**config.mk**
```make
export PLATFORM = sky130hd
export DESIGN_NAME = traffic_light_fsm_flat
export DESIGN_NICKNAME = d
export VERILOG_FILES = /design/src/rtl/traffic_light_fsm_if.sv /design/src/rtl/traffic_light_fsm.sv /design/src/flat_wrapper.sv
export SDC_FILE = /design/constraint.sdc
export NUM_CORES = 1
export LEC_CHECK = 0
export BUFFER_PORTS_ARGS = -buffer_cell sky130_fd_sc_hd__buf_2
export CAP_MARGIN = 20
export CORE_AREA = 2 2 39 41
export CTS_BUF_LIST = sky130_fd_sc_hd__clkbuf_2
export DETAILED_ROUTE_END_ITERATION = 16
export DIE_AREA = 0 0 41 43
export PLACE_DENSITY = 0.57
export SYNTH_ARGS = -nofsm -noshare
export SYNTH_HDL_FRONTEND = slang
export SYNTH_SLANG_ARGS = --single-unit
```
**constraint.sdc**
```tcl
create_clock -name clk -period 2 [get_ports clk]
set_input_delay 0.1 -clock clk [delete_from_list [all_inputs] [get_ports clk]]
set_output_delay 0.1 -clock clk [all_outputs]
set_load 0.01 [all_outputs]
```
**src/rtl/traffic_light_fsm_if.sv**
```systemverilog
// Lamp bus between the traffic-light controller and the lamp drivers,
// plus the controller's state type shared with anything that needs it.
package traffic_light_pkg;
   typedef enum logic [1:0] {
      ST_RED    = 2'b00,
      ST_GREEN  = 2'b01,
      ST_YELLOW = 2'b10
   } state_t;

   localparam logic [2:0] LAMP_RED    = 3'b100;
   localparam logic [2:0] LAMP_YELLOW = 3'b010;
   localparam logic [2:0] LAMP_GREEN  = 3'b001;
endpackage

interface traffic_light_fsm_if;
   logic [2:0] lights;

   modport master (output lights);
   modport slave  (input  lights);
endinterface

```
**src/rtl/traffic_light_fsm.sv**
```systemverilog
// Free-running single-intersection traffic-light controller: RED -> GREEN -> YELLOW -> RED,
// each phase held for its parameterised number of cycles, one-hot lamp bus decoded from state.
module traffic_light_fsm
   import traffic_light_pkg::*;
#(
   parameter int RED_CYCLES    = 8,
   parameter int GREEN_CYCLES  = 10,
   parameter int YELLOW_CYCLES = 3
) (
   input  logic                clk,
   input  logic                rst,
   traffic_light_fsm_if.master lamps
);

   localparam int          MAX_RG = (RED_CYCLES > GREEN_CYCLES) ? RED_CYCLES : GREEN_CYCLES;
   localparam int          MAX_D  = (MAX_RG > YELLOW_CYCLES) ? MAX_RG : YELLOW_CYCLES;
   localparam int unsigned CNT_W  = (MAX_D > 1) ? $clog2(MAX_D) : 1;

   localparam logic [CNT_W-1:0] RED_LAST    = CNT_W'(RED_CYCLES - 1);
   localparam logic [CNT_W-1:0] GREEN_LAST  = CNT_W'(GREEN_CYCLES - 1);
   localparam logic [CNT_W-1:0] YELLOW_LAST = CNT_W'(YELLOW_CYCLES - 1);

   // Zero-length phases are a configuration error, never clamped.
   if (RED_CYCLES < 1 || GREEN_CYCLES < 1 || YELLOW_CYCLES < 1) begin : g_cfg_err
      $error("traffic_light_fsm: every phase duration must be >= 1 cycle");
   end

   state_t             state;
   state_t             next_state;
   logic [CNT_W-1:0]   count;
   logic [CNT_W-1:0]   next_count;

   always_ff @(posedge clk or posedge rst) begin
      if (rst) begin
         state <= ST_RED;
         count <= '0;
      end else begin
         state <= next_state;
         count <= next_count;
      end
   end

   // Phase sequencing plus Moore lamp decode; unused encodings fall back to RED.
   always_comb begin
      next_state   = state;
      next_count   = count + CNT_W'(1);
      lamps.lights = LAMP_RED;
      case (state)
         ST_RED: begin
            lamps.lights = LAMP_RED;
            if (count == RED_LAST) begin
               next_state = ST_GREEN;
               next_count = '0;
            end
         end
         ST_GREEN: begin
            lamps.lights = LAMP_GREEN;
            if (count == GREEN_LAST) begin
               next_state = ST_YELLOW;
               next_count = '0;
            end
         end
         ST_YELLOW: begin
            lamps.lights = LAMP_YELLOW;
            if (count == YELLOW_LAST) begin
               next_state = ST_RED;
               next_count = '0;
            end
         end
         default: begin
            lamps.lights = LAMP_RED;
            next_state   = ST_RED;
            next_count   = '0;
         end
      endcase
   end

endmodule

```
**src/flat_wrapper.sv**
```systemverilog
// flat-port wrapper written by rule: the top's interface ports become plain ports
module traffic_light_fsm_flat import traffic_light_pkg::*;
#(
   parameter int RED_CYCLES    = 8,
   parameter int GREEN_CYCLES  = 10,
   parameter int YELLOW_CYCLES = 3
)
  (clk, rst, lamps_lights);
  traffic_light_fsm_if lamps_i ();
  input  logic clk;
  input  logic rst;
  output wire logic [$bits(lamps_i.lights)-1:0] lamps_lights;
  assign lamps_lights = lamps_i.lights;
  traffic_light_fsm #(.RED_CYCLES(RED_CYCLES), .GREEN_CYCLES(GREEN_CYCLES), .YELLOW_CYCLES(YELLOW_CYCLES)) u_core (.clk(clk), .rst(rst), .lamps(lamps_i));
endmodule
```
==> results.yml <==
power:
  p_per_area_mw_per_mm2: 413.3
  irDropWorstVdd_v: 0.0002701
  power.total_uw: 203.7
  p_comb_share_pct: 2.3
  cell_internal_pwr_uw: 164.2
  sequentialPowerShare_pct: 59.7
  switchingPower_uw: 39.50
  switching_share_pct: 19.39
  p_leak_uw: 0.0002533
  pwr-share-clk_pct: 38.1
sta:
  final-hold-violation-count: 0
  tightest_slew_ps: 245.0
  skew_ps: 1.906
  fmax_ghz: 0.5790
  whs_ps: 345.8
  fin_crit_sh_pct: 86.35
  rsz0062_at_grt: "false"
  slew_headroom_pct: 83.61
  finalSetupViolCount: 0
  tns_ps: 0
  fin_crit_ps: 1727
  slew_violations: 0
logic_synthesis:
  synth_top_area_share_pct: 34.48
  yosysUniqueCellTypes: 21
  synth_top_area_cell: "dfrtp_1"
  seq_area_frac_synth_pct: 34.48
  synth_fp_nets: 52
  syn-cell-area_um2: 435.4
  syn_inst: 42
  synth_warnings: 0
  synth.avg_cell_area_um2: 10.37
  synth_seq_cells: 6
  synth.area.top_cells: "dfrtp_1 34%, ha_1 23%, inv_1 6.0%"
setup_path:
  crit_fanout: 4
  crit_arrival_ps: 1800
  end_kind: "register"
  crit_required_ps: 2080
  path_class: "reg -> reg"
  startpoint_type: "register"
place:
  port_buffers: 4
  gp_congestion: 0.7675
  dp_cells: 61
  place_hpwl_um: 571.6
clock_tree:
  post_cts_resized: 0
  cts_tree: "built"
  clkSinkCount: 6
  cts_buffer_depth: 2
  htree_levels: 1
  clk_latency_ps: 200
  clockRootBuffer: "clkbuf_2"
  cts_buffers: 3
  clk_pin_slew_ps: 50
layout:
  final_common_cell: "ha_1"
  n_antenna_cell: 0
  fin_cells: 65
  drive_above_1_share_pct: 22.45
  mostFrequentLayoutCells: "8 x ha_1, 7 x inv_1, 6 x dfrtp_1"
  synthToLayoutAreaGrowth_pct: 13.22
  final_nets: 61
drt:
  dr.pass1.iters: 4
  detail-route-antenna-nets: 0
  drc: 0
  vias: 299
  post_drt_via_cell_ratio: 4.600
  routed_wl_um: 672
  first_iter_violations: 3
  post_drt_wl_per_cell_um: 10.34
die:
  fp.dieH_um: 43
  coreArea_mm2: 0.001384
  ioPinCount: 5
  row_count: 14
  initial_core_util_pct: 31.46
  dieArea_mm2: 0.001763
  die_x_um: 41
global_route:
  antenna_found_initial: 0
  grt_first_pass_wirelength_um: 1214
  grt_pass1_vias: 308
  grt_max_degree: 7
  gr-total-overflow: 0
  grt_usage_pct: 9.949
worst_hold_path:
  hp-class: "in -> async"
job:
  max-cap-violations: 0
status:
  status: "finished, final reports clean"
[registers in the layout, indices dropped and copies added (netlist names)]
register	flops
u_core.state	2
u_core.count	4
[worst max-delay path, stage by stage (launching register included)]
cell and delay [ps]:
dfrtp_1 390, inv_1 90, ha_1 210, or4b_4 510
a32oi_2 260, o32ai_1 130
[area by class of cell]
type | count | area, um2
Tap cell | 16 | 20.02
Clock buffer | 3 | 15.01
Timing Repair Buffer | 5 | 30.03
Fill cell | 144 | 890.9
Sequential cell | 6 | 150.1
Inverter | 7 | 26.28
Multi-Input combinational cell | 28 | 251.5
[through the flow]
step	worst slack [ps]	utilization, %	cell area [um2]
floorplan	383.6	-	435.4
global placement	302.4	33.82	467.9
detailed placement	281.7	33.82	467.9
CTS	274.8	35.62	493.0
global route	211.4	35.62	493.0
finish	272.9	35.62	493.0
[final timing paths]
kind | depth (start not counted) | end | slack, ps | startpoint
worst max-delay path | 5 | u_core.state[1] | 270 | u_core.state[1]
max in group asynchronous | 3 | u_core.count[3] | 1470 | rst
worst max register to register | 5 | u_core.state[1] | 270 | u_core.state[1]
min in group clk | 1 | u_core.count[0] | 530 | u_core.count[0]
worst min register to register | 1 | u_core.count[0] | 530 | u_core.count[0]
worst min-delay path | 3 | u_core.state[1] | 350 | rst
[layer usage]
layer	share of wire (%)	GRT usage (%)	up-vias
met5	0	0	-
met4	0	6.000	0
li1	-	-	159
met1	47	13.67	137
met3	2.7	0	0
met2	51	15.00	3
[cell usage after synthesis, drive strengths merged]
library cell,n
a31oi,1
a32oi,1
a41o,1
and2,1
buf,1
dfrtp,6
ha,8
inv,7
nand3,1
nand3b,1
nand4bb,1
nor2,2
nor2b,1
nor3,3
nor3b,1
o21ai,1
o32ai,1
or2,1
or4b,1
xnor2,1
xor2,1
[logic make-up (layout without fill, tap and decap cells)]
| family | Yosys count | count (layout) | share of synthesized area [%] |
|---|---|---|---|
| AOI/OAI and AO/OA | 5 | 5 | 10.92 |
| xor gates and xnor gates | 2 | 2 | 4.024 |
| adders and majority gates | 8 | 8 | 22.99 |
| buffers and inverters | 8 | 15 | 7.760 |
| DFF | 6 | 6 | 34.48 |
| and+or+nand+nor | 13 | 13 | 19.83 |
[power by group through the flow]
stage	logic [uW]	clock network (uW)	registers, uW
after floorplan	1.94	0	124
after global routing	5.45	87.6	121
after detailed placement	3.32	0	124
after global placement	3.38	0	124
after CTS	4.79	82.2	122
final	4.62	77.6	122
[repair_timing]
item,4_1_cts,5_1_grt
hold buffers,1,0
endpoints found under the hold margin,6,0
setup buffers,0,0
setup endpoints to repair,0,0
Note: power is estimated with default switching activity, not from simulation.
